## src/rtl/collatz_host.sv

```systemverilog
// Host for the byte-wide Collatz core: writes the seed, pulses start, waits out busy, reads orbit/path.
// Optional watchdog on the busy wait is enabled by defining COLLATZ_HOST_TIMEOUT_EN.
module collatz_host #(
    parameter int BITS           = 64,
    parameter int OLEN_BITS      = 16,
    parameter int TIMEOUT_CYCLES = 65535
) (
    input  logic                 clk,
    input  logic                 reset,
    input  logic                 start_valid,
    output logic                 start_ready,
    input  logic [BITS-1:0]      start_value,
    output logic                 result_valid,
    input  logic                 result_ready,
    output logic [OLEN_BITS-1:0] result_orbit_len,
    output logic [OLEN_BITS-1:0] result_orbit_delta,
    output logic [BITS-1:0]      result_path_record,
    output logic                 result_timeout,
    output logic [7:0]           dut_ui_in,
    output logic [7:0]           dut_uio_in,
    input  logic [7:0]           dut_uo_out,
    input  logic [7:0]           dut_uio_out,
    input  logic [7:0]           dut_uio_oe
);
    localparam int WB = BITS / 8;
    localparam int OB = OLEN_BITS / 8;
    localparam int RB = OB + WB;

    typedef enum logic [2:0] {
        IDLE, WRITE, START, WAIT_ACK, POLL, READ_SET, READ_CAP, DONE
    } state_t;

    state_t                state, state_n;
    logic [BITS-1:0]       seed, seed_n;
    logic [3:0]            widx, widx_n;
    logic [7:0]            ridx, ridx_n;
    logic [OLEN_BITS-1:0]  orbit_buf, orbit_n, prev_raw, prev_n, len_n, delta_n;
    logic [BITS-1:0]       path_buf, path_n, rec_n;
    logic [OLEN_BITS+7:0]  orbit_sh;
    logic [BITS+7:0]       path_sh;
    logic                  ready_n, valid_n, tmo_n, timed_out;
    logic [7:0]            ui_n, uio_n;

    // Busy status mirror and the unused oe bits carry no information the host needs.
    logic unused_io;
    assign unused_io = ^{dut_uio_out, dut_uio_oe[6:0], (TIMEOUT_CYCLES != 0)};

    function automatic logic [7:0] rd_ctrl(input logic [7:0] idx);
        logic [3:0] a;
        a = idx[3:0] - 4'(OB);
        if (idx < 8'(OB)) rd_ctrl = {4'h0, idx[3:0]};
        else              rd_ctrl = {4'h1, a};
    endfunction

`ifdef COLLATZ_HOST_TIMEOUT_EN
    localparam int TW = $clog2(TIMEOUT_CYCLES + 1);
    logic [TW-1:0] tcnt;

    always_ff @(posedge clk or posedge reset) begin
        if (reset)                                  tcnt <= '0;
        else if (state == START)                    tcnt <= '0;
        else if (state == WAIT_ACK || state == POLL) tcnt <= tcnt + 1'b1;
    end

    assign timed_out = (state == WAIT_ACK || state == POLL) && (tcnt == TW'(TIMEOUT_CYCLES - 1));
`else
    assign timed_out = 1'b0;
`endif

    always_comb begin
        state_n  = state;
        seed_n   = seed;
        widx_n   = widx;
        ridx_n   = ridx;
        orbit_n  = orbit_buf;
        path_n   = path_buf;
        prev_n   = prev_raw;
        ready_n  = 1'b0;
        valid_n  = result_valid;
        len_n    = result_orbit_len;
        delta_n  = result_orbit_delta;
        rec_n    = result_path_record;
        tmo_n    = result_timeout;
        ui_n     = 8'h00;
        uio_n    = 8'h00;
        orbit_sh = {dut_uo_out, orbit_buf};
        path_sh  = {dut_uo_out, path_buf};
        unique case (state)
            IDLE: begin
                if (start_valid && start_ready) begin
                    seed_n  = start_value;
                    widx_n  = '0;
                    ui_n    = start_value[7:0];
                    uio_n   = 8'h80;
                    state_n = WRITE;
                end else begin
                    ready_n = 1'b1;
                end
            end
            WRITE: begin
                if (widx == 4'(WB - 1)) begin
                    uio_n   = 8'h40;
                    state_n = START;
                end else begin
                    widx_n = widx + 4'd1;
                    seed_n = seed >> 8;
                    ui_n   = seed_n[7:0];
                    uio_n  = {4'h8, widx_n};
                end
            end
            START: state_n = WAIT_ACK;
            WAIT_ACK, POLL: begin
                if (timed_out) begin
                    // Abort leaves the previous raw count untouched so the next delta stays meaningful.
                    state_n = DONE;
                    valid_n = 1'b1;
                    tmo_n   = 1'b1;
                    len_n   = '0;
                    delta_n = '0;
                    rec_n   = '0;
                end else if (state == WAIT_ACK && dut_uio_oe[7]) begin
                    state_n = POLL;
                end else if (state == POLL && !dut_uio_oe[7]) begin
                    ridx_n  = '0;
                    uio_n   = rd_ctrl(8'd0);
                    state_n = READ_SET;
                end
            end
            READ_SET: begin
                uio_n   = dut_uio_in;
                state_n = READ_CAP;
            end
            READ_CAP: begin
                // Bytes arrive LSB first, so shift each one in from the top.
                if (ridx < 8'(OB)) orbit_n = orbit_sh[OLEN_BITS+7:8];
                else               path_n  = path_sh[BITS+7:8];
                if (ridx == 8'(RB - 1)) begin
                    len_n   = orbit_buf;
                    delta_n = orbit_buf - prev_raw;
                    prev_n  = orbit_buf;
                    rec_n   = path_n;
                    tmo_n   = 1'b0;
                    valid_n = 1'b1;
                    state_n = DONE;
                end else begin
                    ridx_n  = ridx + 8'd1;
                    uio_n   = rd_ctrl(ridx_n);
                    state_n = READ_SET;
                end
            end
            DONE: begin
                if (result_ready) begin
                    valid_n = 1'b0;
                    ready_n = 1'b1;
                    state_n = IDLE;
                end
            end
            default: state_n = IDLE;
        endcase
    end

    always_ff @(posedge clk or posedge reset) begin
        if (reset) begin
            state              <= IDLE;
            seed               <= '0;
            widx               <= '0;
            ridx               <= '0;
            orbit_buf          <= '0;
            path_buf           <= '0;
            prev_raw           <= '0;
            start_ready        <= 1'b0;
            result_valid       <= 1'b0;
            result_orbit_len   <= '0;
            result_orbit_delta <= '0;
            result_path_record <= '0;
            result_timeout     <= 1'b0;
            dut_ui_in          <= 8'h00;
            dut_uio_in         <= 8'h00;
        end else begin
            state              <= state_n;
            seed               <= seed_n;
            widx               <= widx_n;
            ridx               <= ridx_n;
            orbit_buf          <= orbit_n;
            path_buf           <= path_n;
            prev_raw           <= prev_n;
            start_ready        <= ready_n;
            result_valid       <= valid_n;
            result_orbit_len   <= len_n;
            result_orbit_delta <= delta_n;
            result_path_record <= rec_n;
            result_timeout     <= tmo_n;
            dut_ui_in          <= ui_n;
            dut_uio_in         <= uio_n;
        end
    end
endmodule
```

## config.mk

```make
export PLATFORM = sky130hd
export DESIGN_NAME = collatz_host
export DESIGN_NICKNAME = d
export VERILOG_FILES = /design/src/rtl/collatz_host.sv
export SDC_FILE = /design/constraint.sdc
export NUM_CORES = 1
export LEC_CHECK = 0
export ABC_AREA = 1
export CORE_UTILIZATION = 47
export DETAILED_ROUTE_END_ITERATION = 10
export PLACE_DENSITY_LB_ADDON = 0.08
export SETUP_SLACK_MARGIN = 0.02
export SLEW_MARGIN = 30
export SYNTH_ARGS = -nofsm -noshare
export SYNTH_HDL_FRONTEND = slang
export SYNTH_SLANG_ARGS = --single-unit
```

## constraint.sdc

```tcl
create_clock -name clk -period 11.1 [get_ports clk]
set_clock_uncertainty 0.15 [all_clocks]
set_input_delay 2.775 -clock clk [delete_from_list [all_inputs] [get_ports clk]]
set_output_delay 2.775 -clock clk [all_outputs]
set_load 0.02 [all_outputs]
```

==> summary.md, run 1 <==
| Metric | Value |
|---|---|
| Outcome | completed |
| Final Core Density | 59.6% |
| Cells along the critical path | clkdlybuf4s50_1 |
| Core area | 25300 µm² |
| Busiest layer in global routing | met2 |
| CTS tree | done |
| Vias in the first global route | 9221 |
| Fin. max-slew vios | 0 |
| Setup TNS | 0 ns |
| Max-Slew Margin vs Limit | 38.8% |
| GP Congestion | 0.852 |
| Die width | 163 µm |
| # Post-CTS Setup Buffers | 0 |
| Area of the multi-input gates | 4480 µm² |
| Hold depth | 2 |
| Mapped Area | 12200 µm² |
| Crit path buffers/inverters | 1 |
| Yosys reg bits | 264 |
| Clock Root Buffer | clkbuf_16 |
| Overall via count from detail_route | 9787 |
| Layout cell share with drive strength beyond 1 | 4.67% |
| Post-CTS Hold Fix Bufs | 0 |
| Flop pwr share | 34.5% |
| Iteration-0 DRC Markers | 769 |
| Final #Nets | 1697 |
| Antenna violations before repair | 1 |
| Die outline area | 26500 µm² |
| Total GRT Usage | 22.0% |
| Post-Synthesis Cells | 1431 |
| Mean Syn Cell Area | 8.50 µm² |
| Hold_sp | result_orbit_delta[14] |
| Hold Crit Class | flip-flop to flip-flop |
| Net switching power | 1.79 mW |
| Worst-Margin Slew | 0.911 ns |
| Largest net degree at the start of global routing | 137 |
| DRC Markers | 0 |
| RSZ-0062 raised after global routing | false |
| GRT overflow | 0 |
| Reg2Reg Setup Slack | 8.05 ns |
| DP Wirelength | 19500 µm |
| Met1 usage | 32.5% |
| Number of CTS-inserted buffers | 29 |
| Worst Hold End | result_orbit_delta[14] |
| Most frequent cells in the layout | nand2_1, dfrtp_1, o21ai_0 |
| Place WS | 6.08 ns |
| CP peak stage delay | 0.63 ns |
| Combinational power share | 44.5% |
| Crit-path leading delay family | buffers and inverters |
| Hold Fails Final Rpt | 0 |
| P_int | 2.44 mW |
| Setup crit end kind | primary output |
| RR Endpoint | result_path_record[45] |
| I/O Pins | 207 |
| Starting Density | 48.2% |
| Maximum root-to-sink buffer count | 3 |
| Layout area overhead | 23.7% |
| Sequential area share after synthesis | 54.3% |
| Switching part of the total | 42.4% |
| Wire per inst | 15.0 µm |
| Fmax | 222 MHz |
| Final min period | 4.50 ns |
| Commonest non-fill, non-tap cell in the layout | nand2_1 |
| Vias per cell | 5.06 |
| Crit start category | flip-flop |
| Synth unique cells | 36 |
| Number of routed nets with antenna violations | 0 |
| R2R depth | 8 |
| WL final | 29000 µm |
| Total power | 4.23 mW |
| Leak pwr | 7.01 nW |
| Htree depth | 1 |
| M2 GR Usage | 34.2% |
| Clock Power Share | 21.0% |
| Crit-path slowest cell | clkdlybuf4s50_1 |
| # port buffers | 189 |
| First-pass GRT wire length | 47000 µm |
| Worst path required time | 8.18 ns |
| Period utilization | 40.5% |
| Die Ht | 163 µm |
| Latest clock arrival within the worst-skew pair | 0.54 ns |
| Met3 Usage GRT | 2.72% |
| R2r startpoint | ridx[1] |
| Clock Sink Count | 264 |
| Endpoints failing setup | 0 |
| Largest vdd supply drop | 0.000221 V |
| Fill count | 2284 |
| Hold Slack | 0.328 ns |
| DR pass1 iterations | 7 |
| Cts repair resizes | 0 |
| Setup CP Type | flip-flop to primary output |
| Final setup margin | 6.60 ns |
| Register Area | 6610 µm² |
| CP arrival | 1.57 ns |
| Clock transition at path regs | 0.06 ns |
| Row cnt | 58 |
| PD cells | 281 nW/µm² |
| Synth warn | 0 |
| Crit-path max FO | 2 |
| Maximum capacitance violations | 0 |
cells by family after synthesis:
family	synth area share (%)
AOI/OAI and AO/OA	16.5
adders and majority gates	2.12
xor gates and xnor gates	0.720
other	0.0308
muxes	0.463
DFF	54.3
and+or+nand+nor	16.8
buffers and inverters	9.03
sequential cells by signal (all words and copies together), names as in the netlist:
signal and cells:
result_valid 1, path_buf 64, dut_ui_in 8, start_ready 1, prev_raw 16, state 3, ridx 8, orbit_buf 16
widx 4, dut_uio_in 7, result_orbit_delta 16, result_path_record 64, seed 56
per-stage QoR:
step           area (µm²)  cells
3_3_place_gp        14100   1883
4_1_cts             15000   1935
6_report            15100   1936
3_5_place_dp        14200   1884
5_1_grt             15100   1936
2_1_floorplan       12200   1432
power groups by stage:
stage          Clock [mW]  Sequential [mW]  Combinational (mW)
2_1_floorplan           0             1.51                1.34
3_3_place_gp            0             1.47                1.85
3_5_place_dp            0             1.47                1.89
4_1_cts             0.913             1.46                1.90
5_1_grt             0.945             1.50                2.16
6_report            0.890             1.46                1.88
synthesized netlist by cell type:
master | n | share of area [%]
nor3_4 | 1 | 0.13
a31oi_1 | 1 | 0.051
o21ai_0 | 228 | 9.4
nor3_1 | 7 | 0.29
o21ai_2 | 6 | 0.43
and2_1 | 1 | 0.051
nand3_1 | 50 | 2.1
a21oi_1 | 43 | 1.8
inv_2 | 7 | 0.22
nand4_2 | 1 | 0.10
ha_1 | 19 | 2.0
xor2_1 | 5 | 0.36
mux2_2 | 5 | 0.46
nand2_2 | 4 | 0.21
o21bai_1 | 3 | 0.19
o211ai_1 | 48 | 3.0
inv_1 | 173 | 5.3
clkbuf_2 | 1 | 0.041
nand2_1 | 368 | 11
buf_2 | 25 | 1.0
buf_6 | 12 | 1.1
o2111ai_1 | 1 | 0.072
nor2_2 | 1 | 0.051
buf_1 | 1 | 0.031
nand4_1 | 6 | 0.31
o21ai_1 | 27 | 1.1
buf_4 | 4 | 0.25
o22ai_1 | 11 | 0.57
dfrtp_1 | 264 | 54
nand3b_1 | 2 | 0.12
nor2_1 | 64 | 2.0
xnor2_1 | 5 | 0.36
clkbuf_1 | 33 | 1.0
nand3_2 | 2 | 0.16
conb_1 | 1 | 0.031
fa_1 | 1 | 0.16
worst max-delay path by stage:
stage	depth (start not counted)	startpoint	to	slack, ns
3_5_place_dp	6	start_valid	seed[28]	6.08
6_report	1	result_path_record[60]	result_path_record[60]	6.60
5_1_grt	1	prev_raw[1]	result_orbit_len[1]	6.55
3_3_place_gp	6	start_valid	seed[28]	6.09
4_1_cts	1	result_path_record[60]	result_path_record[60]	6.58
2_1_floorplan	1	reset	dut_ui_in[0]	0.91
routing by layer:
metal	wire length, µm	vias up
li1	-	4943
met1	13900	4595
met2	13200	213
met3	1270	36
met4	610	0
met5	0	-
area by class of cell:
cell class,count,share of cell area [%]
diodes,1,0.0166
clock buffers,49,5.72
clock inverters,2,0.0914
inverters,180,4.59
multi-input cells,912,29.7
flip-flops and latches,264,43.9
well taps,330,2.74
repair buffers,198,13.2
worst min-delay path: stages (launching register included):
cell and delay, ns:
dfrtp_1 0.34, nand2_1 0.05, nand2_1 0.05
Power figures use the tool's default switching activity.
==> run 2, diff against run 1 <==
- clock period: 11.1 -> 3.76 ns (I/O delays scaled with it)
==> run 2 against run 1 <==
Compared with the run above:
- sequential share of layout area decreased by 0.31 points
- hold slack hardly changed
- cell area grew 0.72%
- flip-flop and latch count stayed put
- clock power rose to 3.2 times the previous value
- count of clock-buffer cells in the layout fell by 15
- critical path depth unchanged
- via count grew 0.83%
- die area unchanged
==> summary.md, run 2 (same netlist as run 1, synthesis figures left out) <==
| Metric | Value |
|---|---|
| Outcome | completed |
| Crit start category | flip-flop |
| DRC Markers | 0 (unchanged) |
| CTS tree | done |
| RSZ-0062 raised after global routing | false |
| R2R depth | 8 (unchanged) |
| DR pass1 iterations | 5 (-2) |
| Crit-path max FO | 3 (+1) |
| Fmax | 377 MHz |
| GP Congestion | 0.864 (+1.4%) |
| Reg2Reg Setup Slack | 1.22 ns (-6.83 ns) |
| Antenna Cells | 0 (-1) |
| Hold Fails Final Rpt | 0 (unchanged) |
| First-pass GRT wire length | 47200 µm (+0.59%) |
| Clock transition at path regs | 0.06 ns (about the same) |
| Largest regs | path_buf (64), result_path_record (64), seed (56) |
| Placed cell areas | 14200 µm² (+0.51%) |
| Switching part of the total | 41.9% (-0.53 points) |
| Hold_sp | result_orbit_delta[9] |
| Row cnt | 58 (unchanged) |
| Clock Sink Count | 264 (unchanged) |
| Cells along the critical path | clkdlybuf4s50_1 |
| Combinational power share | 44.2% (-0.3 points) |
| Number of CTS-inserted buffers | 27 (-6.9%) |
| Worst Hold End | result_orbit_delta[9] |
| Latest clock arrival within the worst-skew pair | 0.52 ns (-0.02 ns) |
| Final min period | 2.65 ns |
| Crit-path leading delay family | buffers and inverters |
| Die outline area | 26500 µm² (unchanged) |
| Layout cell share with drive strength beyond 1 | 5.23% (+0.56 points) |
| Setup crit start | prev_raw[1] |
| Most frequent cells in the layout | nand2_1, dfrtp_1, o21ai_0 |
| P_int | 7.42 mW (+200%) |
| Iteration-0 DRC Markers | 784 (+2.0%) |
| Endpoints failing setup | 0 (unchanged) |
| Overall via count from detail_route | 9868 (+0.83%) |
| Setup CP Type | flip-flop to primary output |
| Hold depth | 2 (unchanged) |
| Fill count | 2288 (+0.18%) |
| Clock Root Buffer | clkbuf_16 |
| Vias in the first global route | 9158 (-0.68%) |
| Layout area overhead | 24.6% |
| Starting Density | 48.2% (unchanged) |
| Worst path required time | 2.67 ns (-5.51 ns) |
| Total GRT Usage | 22.2% (+0.20 points) |
| Vias per cell | 5.10 (+0.88%) |
| Place WS | 0.881 ns (-5.20 ns) |
| Number of routed nets with antenna violations | 0 (unchanged) |
| Largest vdd supply drop | 0.00107 V (+390%) |
| CP arrival | 1.56 ns (about the same) |
| Largest net degree at the start of global routing | 147 (+7.3%) |
| GRT overflow | 0 (unchanged) |
| Finished Cell Area | 15200 µm² (+0.72%) |
| Fin. max-slew vios | 0 (unchanged) |
| Maximum root-to-sink buffer count | 3 (unchanged) |
| Final #Nets | 1698 (+0.059%) |
| Crit-path slowest cell | clkdlybuf4s50_1 |
| I/O Pins | 207 (unchanged) |
| Net switching power | 5.35 mW (+200%) |
| Maximum capacitance violations | 0 (unchanged) |
| Htree depth | 1 (unchanged) |
| # port buffers | 189 (unchanged) |
| # Post-CTS Setup Buffers | 0 (unchanged) |
| Cts repair resizes | 0 (unchanged) |
| Final setup margin | 1.11 ns (-5.50 ns) |
| CP peak stage delay | 0.63 ns (about the same) |
| WL final | 29300 µm (+1.2%) |
| Commonest non-fill, non-tap cell in the layout | nand2_1 |
| Worst-Margin Slew | 0.854 ns (-0.0574 ns) |
| DP Wirelength | 19700 µm (+0.65%) |
| R2r startpoint | state[2] |
| Die width | 163 µm (unchanged) |
| Final Core Density | 60.0% (+0.43 points) |
| Antenna violations before repair | 0 (-1) |
| Hold Crit Class | flip-flop to flip-flop |
| Setup crit end kind | primary output |
| RR Endpoint | seed[35] |
| Crit path buffers/inverters | 1 (unchanged) |
| PD cells | 843 nW/µm² (+200%) |
| Hold Slack | 0.327 ns (-0.000349 ns) |
| Clock Power Share | 22.0% (+1.0 points) |
| Wire per inst | 15.1 µm (+1.3%) |
| Core area | 25300 µm² (unchanged) |
| Die Ht | 163 µm (unchanged) |
| Period utilization | 70.6% |
| Max-Slew Margin vs Limit | 42.6% (+3.9 points) |
| Post-CTS Hold Fix Bufs | 0 (unchanged) |
| Flop pwr share | 33.8% (-0.7 points) |
| Leak pwr | 7.07 nW (+0.76%) |
[run 2: area by class of cell]
cell class / instances / area, µm² / area share [%]
Sequential cell: 264 / 6610 / 43.6
Multi-Input combinational cell: 912 / 4480 / 29.5
Timing Repair Buffer: 201 / 2060 / 13.6
Clock buffer: 34 / 722 / 4.76
Inverter: 180 / 682 / 4.50
Tap cell: 330 / 413 / 2.72
Clock inverter: 14 / 200 / 1.32
[run 2: how the worst max path moves through the flow]
| stage | cells after the start | end |
|---|---|---|
| detailed placement | 6 | seed[24] |
| finish | 1 | result_orbit_len[1] |
| global route | 8 | seed[46] |
| floorplan | 1 | dut_ui_in[0] |
| CTS | 1 | result_orbit_len[1] |
| global placement | 6 | seed[24] |
[run 2: power by group through the flow]
stage / Sequential (mW) / Clock (mW) / Combinational, mW
global placement: 4.33 / 0 / 5.53
CTS: 4.32 / 2.87 / 5.69
floorplan: 4.45 / 0 / 3.97
detailed placement: 4.36 / 0 / 5.65
global route: 4.43 / 2.99 / 6.45
finish: 4.32 / 2.81 / 5.65
[run 2: metal layers]
layer  vias up  track usage (%)  part of all wire, %  wire (µm)
met4         0             4.38                  1.3        391
met2       202             35.0                   46      13400
met1      4686             32.9                   49      14200
met5         -                0                    0          0
li1       4953                -                    -          -
met3        27             2.83                  4.3       1270
[run 2: stage by stage]
stage,cells,total power [mW],TNS (ns)
floorplan,1432,8.42,-214.77
global placement,1887,9.86,0
detailed placement,1887,10.0,0
CTS,1935,12.9,0
global route,1935,13.9,0
finish,1935,12.8,0
==> run 3, diff against run 2 <==
- clock period: 3.76 -> 2.45 ns (I/O delays scaled with it)
==> run 3 against run 2 <==
Compared with the run above:
- first-iteration DRC count shrank 10%
- clock power increased by 64%
- combinational power rose by 57%
- flip-flop and latch count stayed put
- setup slack worse by 1.0 ns
- cell count up 1.1%
- sequential share of layout area decreased by 0.79 points
- sequential power up 53%
- total power rose by 57%
- core utilization rose by 1.1 points
- non-clock buffer count increased by 13
- critical path type unchanged
- critical endpoint is now result_path_record[60]
- highest routed layer unchanged
==> summary.md, run 3 (same netlist as run 1, synthesis figures left out) <==
| Metric | Value |
|---|---|
| Post-CTS Hold Fix Bufs | 0 (unchanged) |
| Setup crit end kind | primary output |
| Antenna Cells | 0 (unchanged) |
| GRT overflow | 0 (unchanged) |
| Leak pwr | 7.20 nW (+1.9%) |
| Switching part of the total | 41.5% (-0.39 points) |
| Final min period | 2.34 ns |
| Largest net degree at the start of global routing | 129 (-12%) |
| Fmax | 427 MHz |
| Outcome | completed |
| Endpoints failing setup | 0 (unchanged) |
| Final Core Density | 61.2% (+1.1 points) |
| Die outline area | 26500 µm² (unchanged) |
| Layout cell share with drive strength beyond 1 | 6.58% (+1.3 points) |
| Final cell count without fillers | 1956 (+1.1%) |
| RSZ-0062 raised after global routing | false |
| Clock Power Share | 22.9% (+0.9 points) |
| Flop pwr share | 33.0% (-0.8 points) |
| Die Ht | 163 µm (unchanged) |
| Crit-path max FO | 2 (-1) |
| Cells along the critical path | clkdlybuf4s50_1 |
| Vias per cell | 4.99 (-2.2%) |
| # Post-CTS Setup Buffers | 0 (unchanged) |
| Maximum capacitance violations | 0 (unchanged) |
| Total power | 20.1 mW (+57%) |
| Starting Density | 48.2% (unchanged) |
| Wire per inst | 15.0 µm (-1.1%) |
| Setup CP Type | flip-flop to primary output |
| CP arrival | 1.58 ns (+0.02 ns) |
| Clock Root Buffer | clkbuf_16 |
| Crit-path leading delay family | buffers and inverters |
| PD cells | 1300 nW/µm² (+54%) |
| # port buffers | 189 (unchanged) |
| Placed cell areas | 14400 µm² (+1.1%) |
| GP Congestion | 0.897 (+3.9%) |
| Setup TNS | 0 ns (unchanged) |
| Die width | 163 µm (unchanged) |
| Crit-path slowest cell | clkdlybuf4s50_1 |
| WL final | 29300 µm (about the same) |
| DRC Markers | 0 (unchanged) |
| Net switching power | 8.33 mW (+56%) |
| Max-Slew Margin vs Limit | 62.2% (+20 points) |
| Hold Slack | 0.327 ns (-0.000524 ns) |
| Iteration-0 DRC Markers | 702 (-10%) |
| Largest vdd supply drop | 0.00113 V (+5.4%) |
| I/O Pins | 207 (unchanged) |
| Number of CTS-inserted buffers | 30 (+11%) |
| Vias in the first global route | 9278 (+1.3%) |
| Commonest non-fill, non-tap cell in the layout | nand2_1 |
| Antenna violations before repair | 0 (unchanged) |
| Overall via count from detail_route | 9753 (-1.2%) |
| Finished Cell Area | 15400 µm² (+1.9%) |
| Clock Sink Count | 264 (unchanged) |
| CP peak stage delay | 0.63 ns (about the same) |
| Htree depth | 1 (unchanged) |
| Clock transition at path regs | 0.06 ns (about the same) |
| Final #Nets | 1714 (+0.94%) |
| Core area | 25300 µm² (unchanged) |
| Most frequent cells in the layout | nand2_1, dfrtp_1, o21ai_0 |
| Hold Fails Final Rpt | 0 (unchanged) |
| DR pass1 iterations | 7 (+2) |
| Placed cells | 1900 (+0.69%) |
| Final setup margin | 0.106 ns (-1.00 ns) |
| Latest clock arrival within the worst-skew pair | 0.56 ns (+0.04 ns) |
| Place WS | -0.0744 ns (-0.956 ns) |
| P_int | 11.7 mW (+58%) |
| Number of routed nets with antenna violations | 0 (unchanged) |
| Worst-Margin Slew | 0.566 ns (-0.288 ns) |
| Crit path buffers/inverters | 1 (unchanged) |
| Row cnt | 58 (unchanged) |
| Hold Crit Class | flip-flop to flip-flop |
| Fin. max-slew vios | 0 (unchanged) |
| First-pass GRT wire length | 47800 µm (+1.1%) |
| DP Wirelength | 20300 µm (+3.4%) |
| Layout area overhead | 26.9% |
| Cts repair resizes | 0 (unchanged) |
| Worst path required time | 1.69 ns (-0.98 ns) |
| Largest regs | path_buf (64), result_path_record (64), seed (56) |
| Total GRT Usage | 22.4% (+0.21 points) |
| Crit start category | flip-flop |
| Maximum root-to-sink buffer count | 3 (unchanged) |
| Period utilization | 95.7% |
| Combinational power share | 44.2% (about the same) |
| CTS tree | done |
[run 3: power groups by stage]
stage                     combinational [mW]  sequential [mW]  clock (mW)
after floorplan                         6.09             6.83           0
after global placement                  8.73             6.65           0
after detailed placement                8.87             6.69           0
after CTS                               8.93             6.63        4.71
after global routing                    10.1             6.79        4.87
final                                   8.86             6.62        4.60
[run 3: metal layers]
layer	vias to the layer above	share of wire, %	global-route usage (%)	wire length (µm)
met4	0	2.0	5.14	586
met1	4519	47	32.6	13800
met3	43	4.9	3.21	1450
met5	-	0	0	0
li1	4983	-	-	-
met2	208	46	35.4	13500
[run 3: final cells by class]
type                    count  area, µm²
flip-flops and latches    264       6610
repair buffers            214       2220
inverters                 180        682
well taps                 330        413
fillers                  2264       9810
multi-input cells         912       4480
clock buffers              44        915
clock inverters            12        128
[run 3: final timing paths]
path	cells past startpoint	startpoint	slack, ns	end
worst max-delay path	1	result_path_record[60]	0.11	result_path_record[60]
worst min-delay path	2	result_orbit_delta[15]	0.33	result_orbit_delta[15]
worst max register to register	9	orbit_buf[0]	0.28	result_orbit_delta[12]
worst min register to register	2	result_orbit_delta[15]	0.33	result_orbit_delta[15]
max in group asynchronous	4	reset	1.24	result_orbit_delta[14]
min in group asynchronous	3	reset	0.37	path_buf[38]
